<file path="config.mk">
export PLATFORM = sky130hd
export DESIGN_NAME = demux1_4_tdm
export DESIGN_NICKNAME = d
export VERILOG_FILES = /design/src/rtl/demux1_4_tdm.sv
export SDC_FILE = /design/constraint.sdc
export NUM_CORES = 1
export LEC_CHECK = 0
export CAP_MARGIN = 25
export CELL_PAD_IN_SITES_DETAIL_PLACEMENT = 1
export CELL_PAD_IN_SITES_GLOBAL_PLACEMENT = 1
export CORE_UTILIZATION = 24
export CTS_CLUSTER_DIAMETER = 50
export DETAILED_ROUTE_END_ITERATION = 10
export GPL_TIMING_DRIVEN = 0
export PLACE_DENSITY_LB_ADDON = 0.1
export SKIP_CTS_REPAIR_TIMING = 1
export SYNTH_ARGS = -nofsm -noshare
export SYNTH_HDL_FRONTEND = slang
export SYNTH_SLANG_ARGS = --single-unit
</file>
<file path="constraint.sdc">
create_clock -name clk -period 2.3 [get_ports clk]
set_clock_uncertainty 0.15 [all_clocks]
set_input_delay 0.46 -clock clk [delete_from_list [all_inputs] [get_ports clk]]
set_output_delay 0.46 -clock clk [all_outputs]
set_load 0.02 [all_outputs]
</file>
<file path="src/rtl/demux1_4_tdm.sv">
// -----------------------------------------------------------------------------
// demux1_4_tdm
// Registered 1-to-4 time-division demultiplexer. This is the receive-side
// partner of the 4:1 TDM multiplexer. One W-bit lane carries channels A, B, C
// and D in round-robin order. The sof marker flags the channel-A sample. Each
// sample is routed to its own output register, and per-channel and per-frame
// completion are signalled with one-cycle strobes.
//
// Optional build macro: DEMUX1_4_SHADOW_EN
//   When defined, samples collect in shadow registers, and A..D update
//   atomically in the frame_done cycle with ch_valid = 4'b1111.
//   A truncated frame never reaches A..D.
//   When undefined, each channel output updates as soon as its own sample
//   arrives.
//
// Ports
//   clk        in   system clock, rising edge
//   rst_n      in   asynchronous active-low reset
//   nEN        in   active-low enable; 1 freezes state, strobes forced 0
//   din        in   W-bit multiplexed sample
//   din_valid  in   din carries a sample this cycle
//   sof        in   start of frame (channel-A sample), qualified by din_valid
//   A,B,C,D    out  channel 0..3 output registers
//   ch_valid   out  per-channel write strobe (bit0 = A)
//   S          out  channel index for the next accepted sample
//   locked     out  high in LOCKED
//   frame_done out  pulse when the channel-D sample of a frame is written
//   sync_err   out  pulse on an unexpected sof, or on a missing sof
//
// state  | meaning
// HUNT   | waiting for a sof beat; non-sof beats are dropped
// LOCKED | aligned to frames; S tracks the expected channel
// -----------------------------------------------------------------------------
module demux1_4_tdm #(
   parameter int W = 2
) (
   input  logic         clk,
   input  logic         rst_n,
   input  logic         nEN,
   input  logic [W-1:0] din,
   input  logic         din_valid,
   input  logic         sof,
   output logic [W-1:0] A,
   output logic [W-1:0] B,
   output logic [W-1:0] C,
   output logic [W-1:0] D,
   output logic [3:0]   ch_valid,
   output logic [1:0]   S,
   output logic         locked,
   output logic         frame_done,
   output logic         sync_err
);

   typedef enum logic {
      HUNT   = 1'b0,
      LOCKED = 1'b1
   } state_t;

   state_t              state_q, state_d;
   logic [1:0]          s_q, s_d;
   logic [3:0][W-1:0]   out_q, out_d;
   logic [3:0]          cv_q, cv_d;
   logic                fd_q, fd_d;
   logic                se_q, se_d;

   logic                accept;
   logic                wr;
   logic [1:0]          wr_idx;

`ifdef DEMUX1_4_SHADOW_EN
   // Only A..C need shadowing; the D sample goes straight to the output
   // in the commit cycle.
   logic [2:0][W-1:0]   shd_q, shd_d;
`endif

   assign accept = ~nEN & din_valid;

   always_comb begin
      state_d = state_q;
      s_d     = s_q;
      out_d   = out_q;
      cv_d    = 4'b0000;
      fd_d    = 1'b0;
      se_d    = 1'b0;
      wr      = 1'b0;
      wr_idx  = 2'd0;
`ifdef DEMUX1_4_SHADOW_EN
      shd_d   = shd_q;
`endif

      if (accept) begin
         case (state_q)
            HUNT: begin
               if (sof) begin
                  wr      = 1'b1;
                  wr_idx  = 2'd0;
                  s_d     = 2'd1;
                  state_d = LOCKED;
               end
            end
            LOCKED: begin
               if (sof) begin
                  // A sof beat restarts the frame at channel A. If the
                  // current frame was not complete, it is a short frame.
                  wr     = 1'b1;
                  wr_idx = 2'd0;
                  s_d    = 2'd1;
                  se_d   = (s_q != 2'd0);
               end else if (s_q == 2'd0) begin
                  // The marker was expected but missing, so realignment
                  // is lost.
                  se_d    = 1'b1;
                  s_d     = 2'd0;
                  state_d = HUNT;
               end else begin
                  wr     = 1'b1;
                  wr_idx = s_q;
                  s_d    = s_q + 2'd1;
                  fd_d   = (s_q == 2'd3);
               end
            end
            default: state_d = HUNT;
         endcase
      end

`ifdef DEMUX1_4_SHADOW_EN
      if (wr) begin
         case (wr_idx)
            2'd0:    shd_d[0] = din;
            2'd1:    shd_d[1] = din;
            2'd2:    shd_d[2] = din;
            default: ;
         endcase
      end
      if (fd_d) begin
         out_d = {din, shd_q[2], shd_q[1], shd_q[0]};
         cv_d  = 4'b1111;
      end
`else
      if (wr) begin
         out_d[wr_idx] = din;
         cv_d[wr_idx]  = 1'b1;
      end
`endif
   end

   always_ff @(posedge clk or negedge rst_n) begin
      if (!rst_n) begin
         state_q <= HUNT;
         s_q     <= 2'd0;
         out_q   <= '0;
         cv_q    <= 4'b0000;
         fd_q    <= 1'b0;
         se_q    <= 1'b0;
`ifdef DEMUX1_4_SHADOW_EN
         shd_q   <= '0;
`endif
      end else begin
         state_q <= state_d;
         s_q     <= s_d;
         out_q   <= out_d;
         cv_q    <= cv_d;
         fd_q    <= fd_d;
         se_q    <= se_d;
`ifdef DEMUX1_4_SHADOW_EN
         shd_q   <= shd_d;
`endif
      end
   end

   assign A          = out_q[0];
   assign B          = out_q[1];
   assign C          = out_q[2];
   assign D          = out_q[3];
   assign ch_valid   = cv_q;
   assign S          = s_q;
   assign locked     = (state_q == LOCKED);
   assign frame_done = fd_q;
   assign sync_err   = se_q;

endmodule

</file>
# Yosys cells after proc, flatten, opt, wreduce, memory -nomap -nowiden
# Cells that the tools add are included.
dict set report classes {
  bitwise 3
  reduce_logical 4
  n_eq_ne 2
  n_lt_le_gt_ge 2
  n_addsub 1
  mux 27
}
# op count
set ops {}
lappend ops {{$mux 2} 7}
lappend ops {{$mux 1} 13}
lappend ops {{$bwmux 8} 1}
lappend ops {{$pmux 2 s2} 2}
lappend ops {{$demux 2 s2} 1}
lappend ops {{$mux 4} 1}
lappend ops {{$lt 2x3->1 const B} 1}
lappend ops {{$add 2x1->2 const B} 1}
lappend ops {{$demux 1 s2} 1}
lappend ops {{$eq 2x2->1 const B} 1}
lappend ops {{$ge 2x1->1 const B} 1}
lappend ops {{$logic_not 2->1} 1}
lappend ops {{$ne 2x2->1 const B} 1}
lappend ops {{$not 1->1} 2}
lappend ops {{$pmux 1 s2} 1}
lappend ops {{$reduce_and 2->1} 1}
lappend ops {{$reduce_bool 2->1} 1}
lappend ops {{$and 1x1->1} 1}
lappend ops {{$logic_and 1x1->1} 1}
dict set report totals {
  out_inout_bits 17
  input_bits 7
  reg_bits 17
  word_cells 48
}

# Logic depth before layout (Yosys ltp)
# Gate-level depths: netlist (run 1).
dict set report logic_depth {
  depth_word 10
  depth_mapped 7
  depth_no_buf 7
}

# Worst setup path after synthesis (run 1)
# OpenSTA, ideal clock, no wires.
dict set report synth_path {
  kind {register to register}
  startpoint {register s_q[0], in the netlist S[0]}
  endpoint {register out_q, in the netlist B[0]}
  arrival_time_ns 1.946
  required_time_ns 2.025
  synth_period_minus_slack_ns 2.221
  setup_ns 0.125
  stages_incl_launch_ff 8
  n_path_buf 0
  setup_slack_ns 0.079
  cell_sequence {dfrtp_1 -> inv_1 -> ha_1 -> ha_1 -> nor2b_1 -> o21ai_0 -> or3_4 -> mux2_4}
}
dict set report synth_via {
  elab_chain_cells 10
  word_cells_on_any_way 15
  classes_between {order compare: 2; mux: 11; reduce/logical: 2}
}
# item line
set synth_rtl {}
lappend synth_rtl {{start, declared} 60} ;# logic [1:0] s_q, s_d;
lappend synth_rtl {{start signal, assigned} 150} ;# s_q <= 2'd0;
lappend synth_rtl {{start signal, assigned} 160} ;# s_q <= s_d;
lappend synth_rtl {{$logic_not 2->1} 109} ;# end else if (s_q == 2'd0) begin
lappend synth_rtl {{$mux 2} 109}
lappend synth_rtl {{$mux 2} 102} ;# if (sof) begin
lappend synth_rtl {{$pmux 2 s2} 92} ;# case (state_q)
lappend synth_rtl {{$mux 2} 91} ;# if (accept) begin
lappend synth_rtl {{$lt 2x3->1 (implied by the code) or $ge 2x1->1 (tied branches)} 141} ;# out_d[wr_idx] = din;
lappend synth_rtl {{$logic_and 1x1->1 (implied by the code)} 141}
lappend synth_rtl {{$mux 2 (implied by the code)} 141}
lappend synth_rtl {{$demux 2 s2} 141}
lappend synth_rtl {{$bwmux 8} 141}
lappend synth_rtl {{end signal, assigned} 161} ;# out_q <= out_d;
lappend synth_rtl {{end, declared} 61} ;# logic [3:0][W-1:0] out_q, out_d;
# Parallel ways exist; a longest one is shown, timed or not.
# A chain may end at the register's enable or synchronous reset.

# Final worst setup path (run 1)
dict set report layout_path {
  startpoint {input sof}
  endpoint {register out_q, in the netlist B[0]}
}
dict set report layout_via {
  elab_chain_cells 8
  word_cells_on_any_way 13
  classes_between {order compare: 2; mux: 10; reduce/logical: 1}
}
# item line
set layout_rtl {}
lappend layout_rtl {{start, declared} 42} ;# input logic sof,
lappend layout_rtl {{$mux 2} 102}
lappend layout_rtl {{$pmux 2 s2} 92}
lappend layout_rtl {{$mux 2} 91}
lappend layout_rtl {{$lt 2x3->1 (implied by the code) or $ge 2x1->1 (tied branches)} 141}
lappend layout_rtl {{$logic_and 1x1->1 (implied by the code)} 141}
lappend layout_rtl {{$mux 2 (implied by the code)} 141}
lappend layout_rtl {{$demux 2 s2} 141}
lappend layout_rtl {{$bwmux 8} 141}
# Parallel ways exist; a longest one is shown, timed or not.

==> results of run 1 <==
==> cell families after synthesis <==
group	Yosys count	share of synthesized area [%]
mux	8	13.00
buf+inv	6	3.000
compound gates	6	4.833
fa+ha+maj	4	6.667
simple gates	19	15.83
flops	17	56.67
==> layout make-up <==
class / count / area (um^2) / share of cell area (%)
timing repair buffer: 24 / 237.7 / 22.35
clock buffer: 4 / 26.28 / 2.471
inverter: 6 / 22.52 / 2.118
multi-input combinational: 37 / 310.3 / 29.18
tap: 31 / 38.79 / 3.647
sequential: 17 / 427.9 / 40.24
==> worst max path at each step <==
| stage | from | to | slack, ns |
|---|---|---|---|
| 6_report | sof | B[0] | 0.09 |
| 2_1_floorplan | S[0] | B[0] | 0.08 |
| 5_1_grt | S[0] | B[1] | -0.01 |
| 3_5_place_dp | sof | B[0] | -0.29 |
| 4_1_cts | S[0] | B[0] | -0.03 |
| 3_3_place_gp | sof | B[0] | -0.30 |
==> layout by cell type (no fill, tap or decap), drive strengths merged <==
master	netlist	final
nor2	2	2
nand2	4	4
and2	1	1
nand2b	2	2
or2	1	1
inv	6	6
a22o	1	1
a22oi	1	1
or3	1	1
and4bb	1	1
clkdlybuf4s50	0	23
o21ai	3	3
nor2b	2	2
nand3b	3	3
nor3	1	1
and2b	1	1
clkbuf	0	4
mux2	8	8
a21oi	1	1
ha	4	4
buf	0	1
dfrtp	17	17
==> worst reg2reg max path, cell delays in order (launching register included) <==
cell	delay, ns
dfrtp_2	0.42
inv_1	0.10
ha_1	0.24
ha_1	0.20
nor2b_1	0.14
o21ai_2	0.10
or3_4	0.41
mux2_4	0.30
==> flip-flops by register name (all words and copies together) (netlist names) <==
register / count
C: 2
frame_done: 1
A: 2
S: 2
B: 2
D: 2
ch_valid: 4
sync_err: 1
locked: 1
==> routing by layer <==
| metal | vias to the layer above | track usage [%] | part of all wire [%] |
|---|---|---|---|
| met5 | - | 0 | 0 |
| met4 | 0 | 3.061 | 0 |
| met3 | 0 | 5.134 | 7.6 |
| met2 | 18 | 14.45 | 45 |
| met1 | 261 | 13.24 | 47 |
| li1 | 257 | - | - |
==> through the flow <==
step                util, %  cell area [um^2]
floorplan                 -             750.7
global placement      35.75              1020
detailed placement    35.75              1020
CTS                   36.67              1046
global route          37.28              1064
finish                37.28              1064
==> where the power goes <==
group          total [W]  internal (W)  switching [W]
clock           0.000152     0.0000672      0.0000847
sequential      0.000402      0.000354      0.0000484
combinational   0.000346      0.000179       0.000168
total           0.000900      0.000600       0.000301
==> cell usage after synthesis, drive strengths merged <==
cell type	count
dfrtp	17
mux2	8
inv	6
ha	4
nand2	4
nand3b	3
o21ai	3
nand2b	2
nor2	2
nor2b	2
a21oi	1
a22o	1
a22oi	1
and2	1
and2b	1
and4bb	1
nor3	1
or2	1
or3	1
==> out/metrics.yaml, run 1 <==
clock_network:
  cts_tree: "built"
  cts_buffer_depth: 2
  cts_made_buffers: 3
  numClockSinks: 17
  path_clk_slew_ns: 0.09
  htreeDepth: 1
  root_buffer: "clkbuf_4"
  clk_latency_ns: 0.28
sta:
  whs_ns: 0.3610
  max_freq_mhz: 451.8
  hold_viol: 0
  setup_tns_ns: 0
  finalMaxSlewViolations: 0
  period_share_pct: 96.23
  max-slew-margin-rel_pct: 48.94
  timing.final.ws_setup_ns: 0.08664
  final.min_clock_period_ns: 2.213
  setup_viol_count_final: 0
  tightest_slew_ns: 0.7635
detailed_routing:
  finalWirelength_mm: 1.487
  vias: 536
  routedWlPerCell_um: 12.50
  avgViaCountPerCell: 4.504
  drt_iter0_markers: 6
  antenna_left: 0
  drtPass1Iterations: 7
  drc: 1
setup_path:
  timing.rr.start: "S[0]"
  crit_arrival_ns: 2.24
  crit_buf_inv: 2
  cp_top_family: "buffers and inverters"
  r2r_slack_ns: 0.13
  start_kind: "input pin"
  r2r_end: "B[0]"
  max_stage_delay_ns: 0.53
  worst_ep_required_time_ns: 2.33
  cp-end-kind: "register"
  worst-path-stages: 7
  path_max_fanout: 5
  reg2reg_depth: 7
  slowest_stage: "clkdlybuf4s50_1"
  worstPathCellList: "clkdlybuf4s50_1 -> inv_1 -> ha_1 -> nor2b_1 -> o21ai_2 -> or3_4 -> mux2_4"
  critical_path_class: "in2reg"
placed_design:
  portBuffers: 23
  pre_cts_ws_ns: -0.2897
  placedCellCount: 114
  dp_hpwl_mm: 1.151
  place_congestion: 0.7138
status:
  status: "complete, but fails checks"
  violations: "DRC"
global_routing:
  grt_pass1_vias: 529
  grt_use_total_pct: 10.08
  grt_max_degree: 18
  grt_pass1_wl_mm: 2.511
  antenna_found_initial: 0
  globalRouteOverflowTotal: 0
hold_path:
  min_to: "A[0]"
  min_path_cells: 1
  hold_start: "A[0]"
  hold_class: "reg2reg"
layout:
  syn2layout_area_growth_pct: 41.67
  final_nets: 100
  nFillCells: 330
  n_antenna_cell: 0
  final_cells: 119
  drive_gt1_share_pct: 19.32
power_and_ir_drop:
  cellLeakagePower_nw: 0.5114
  p_total_w: 0.0009003
  pwr_density_cell_mw_per_mm2: 846.6
  max-vdd-ir-drop_v: 0.0003623
floorplanning:
  die_y_um: 57.93
  io_pins: 24
  die_area_mm2: 0.003356
  fp.coreArea_mm2: 0.002853
  initial_utilization_pct: 26.32
  num_rows: 19
  die_w_um: 57.93
yosys:
  synth_top_area_share_pct: 56.67
  syn_nets: 71
  synth_cells: 60
  synth_warnings: 0
  syn_area_um2: 750.7
  synth_area_leaders: "dfrtp_1 57%, mux2_2 9.0%, ha_1 6.7%, mux2_4 4.0%, inv_1 3.0%"
  yosys_register_bits: 17
  synth_top_cell_by_area: "dfrtp_1"
  synth.avg_cell_area_um2: 12.51
  synth_cell_types: 20
  synth-seq-area-share_pct: 56.67
flow_run:
  maxCapViolations: 0
Power figures use the tool's default switching activity.
==> inputs of run 2 (changes only) <==
--- a/config.mk
+++ b/config.mk
@@ -8,7 +8,7 @@
 export CAP_MARGIN = 25
 export CELL_PAD_IN_SITES_DETAIL_PLACEMENT = 1
 export CELL_PAD_IN_SITES_GLOBAL_PLACEMENT = 1
-export CORE_UTILIZATION = 24
+export CORE_UTILIZATION = 34
 export CTS_CLUSTER_DIAMETER = 50
 export DETAILED_ROUTE_END_ITERATION = 10
 export GPL_TIMING_DRIVEN = 0
==> run 2 against run 1 <==
Compared with the run above: the run now ends clean; clock power grew 6%; setup slack lost 0.0037 ns; total power shrank 0.77%; first-iteration DRC count is the same; via count grew 0.37%; sequential power is essentially flat; register-to-register slack lost 0.02 ns; worst hold slack gained 0.0080 ns; sequential cell count is the same; critical path depth is the same; highest routed layer is now met4.
==> out/metrics.yaml, run 2 (synthesized netlist as in run 1, its figures left out) <==
setup_path:
  path_max_fanout: 5
  crit_buf_inv: 2
  slowest_stage: "clkdlybuf4s50_1"
  worst_ep_required_time_ns: 2.33
  cp_top_family: "buffers and inverters"
  worstPathCellList: "clkdlybuf4s50_1 -> inv_1 -> ha_1 -> nor2b_1 -> o21ai_1 -> or3_4 -> mux2_4"
  r2r_end: "B[1]"
  cp-end-kind: "register"
  max_stage_delay_ns: 0.53
  r2r_slack_ns: 0.11
  timing.rr.start: "S[0]"
  crit_arrival_ns: 2.25
  critical_path_class: "in2reg"
  reg2reg_depth: 7
  start_kind: "input pin"
floorplanning:
  io_pins: 24
  die_area_mm2: 0.002400
  fp.coreArea_mm2: 0.002022
  initial_utilization_pct: 37.13
  num_rows: 16
  die_w_um: 48.99
  die_y_um: 48.99
detailed_routing:
  drtPass1Iterations: 4
  finalWirelength_mm: 1.525
  routedWlPerCell_um: 13.38
  drc: 0
  antenna_left: 0
  avgViaCountPerCell: 4.719
  vias: 538
  drt_iter0_markers: 6
layout:
  mostFrequentLayoutCells: "23 x clkdlybuf4s50_1, 15 x dfrtp_1, 6 x inv_1, 6 x mux2_2"
  n_antenna_cell: 0
  layout_commonest_cell: "clkdlybuf4s50_1"
  largest_reg_flops: 4
  final_nets: 99
  drive_gt1_share_pct: 17.24
  syn2layout_area_growth_pct: 39.17
sta:
  finalMaxSlewViolations: 0
  max-slew-margin-rel_pct: 50.08
  final.min_clock_period_ns: 2.217
  setup_tns_ns: 0
  tightest_slew_ns: 0.7465
  period_share_pct: 96.40
  setup_viol_count_final: 0
  hold_viol: 0
  max_freq_mhz: 451.0
  rsz0062_at_grt: "false"
status:
  status: "finished, final reports clean"
clock_network:
  numClockSinks: 17
  clk_latency_ns: 0.28
  htreeDepth: 1
  cts_made_buffers: 3
  root_buffer: "clkbuf_4"
  cts_tree: "built"
  path_clk_slew_ns: 0.11
  cts_buffer_depth: 2
global_routing:
  globalRouteOverflowTotal: 0
  grt_use_total_pct: 14.66
  grt_max_degree: 18
  grt_pass1_wl_mm: 2.587
  grt_pass1_vias: 582
  antenna_found_initial: 0
placed_design:
  portBuffers: 23
  place_congestion: 0.7415
  dp_hpwl_mm: 1.140
hold_path:
  hold_start: "C[0]"
  min_path_cells: 1
  min_to: "C[0]"
  hold_class: "reg2reg"
power_and_ir_drop:
  cellLeakagePower_nw: 0.5092
  max-vdd-ir-drop_v: 0.0003890
  pwr_density_cell_mw_per_mm2: 855.2
  p_total_w: 0.0008934
flow_run:
  maxCapViolations: 0
[run 2: cell types whose count changed in the layout (fill, tap and decap cells not counted)]
cell / previous run / this run
clkbuf_1: 1 / 0
o21ai_1: 0 / 1
a21oi_2: 1 / 0
o21ai_2: 1 / 0
a21oi_1: 0 / 1
clkinv_2: 0 / 1
buf_4: 1 / 0
[run 2: how the worst max path moves through the flow]
stage          start  endpoint  depth (start not counted)
6_report         sof      B[1]                          7
3_3_place_gp     sof      B[0]                          7
5_1_grt          sof      B[1]                          7
2_1_floorplan   S[0]      B[0]                          7
4_1_cts         S[1]      B[1]                          7
3_5_place_dp     sof      B[0]                          7
[run 2: worst register-to-register path, delay by kind of cell, from the launching register on]
family / cells / cell delay, ns
AND/OR/NAND/NOR: 2 / 0.53
flip-flops: 1 / 0.42
multiplexers: 1 / 0.30
buffers and inverters: 1 / 0.10
AO/OA/AOI/OAI: 1 / 0.13
adder cells (fa/ha/maj): 2 / 0.46
[run 2: power breakdown]
part           total (W)  switching [W]  internal, W
combinational   0.000328       0.000160     0.000168
clock           0.000161      0.0000966    0.0000646
sequential      0.000404      0.0000501     0.000354
total           0.000893       0.000307     0.000586
[run 2: area by class of cell]
type | count | area (um^2)
Clock buffer | 3 | 22.52
Clock inverter | 1 | 5.005
Tap cell | 27 | 33.78
Multi-Input combinational cell | 37 | 302.8
Fill cell | 211 | 977.2
Timing Repair Buffer | 23 | 230.2
Inverter | 6 | 22.52
Sequential cell | 17 | 427.9
[run 2: metrics by stage]
step / hold WS [ns] / instances / instance area, um^2 / utilization [%] / setup WS (ns)
floorplan: 0.01441 / 60 / 750.7 / - / 0.07895
global placement: 0.3390 / 110 / 1015 / 50.19 / -0.2711
detailed placement: 0.3487 / 110 / 1015 / 50.19 / -0.2815
CTS: 0.3751 / 114 / 1042 / 51.55 / -0.04982
global route: 0.3821 / 114 / 1045 / 51.67 / 0.01794
finish: 0.3690 / 114 / 1045 / 51.67 / 0.08290
[run 2: routing by layer]
metal  up-vias  GRT usage, %  wire [um]
met5         -             0          0
met4         0         7.353         11
met3         2         3.738         66
met2        14         25.23        773
met1       266         16.73        674
li1        256             -          -
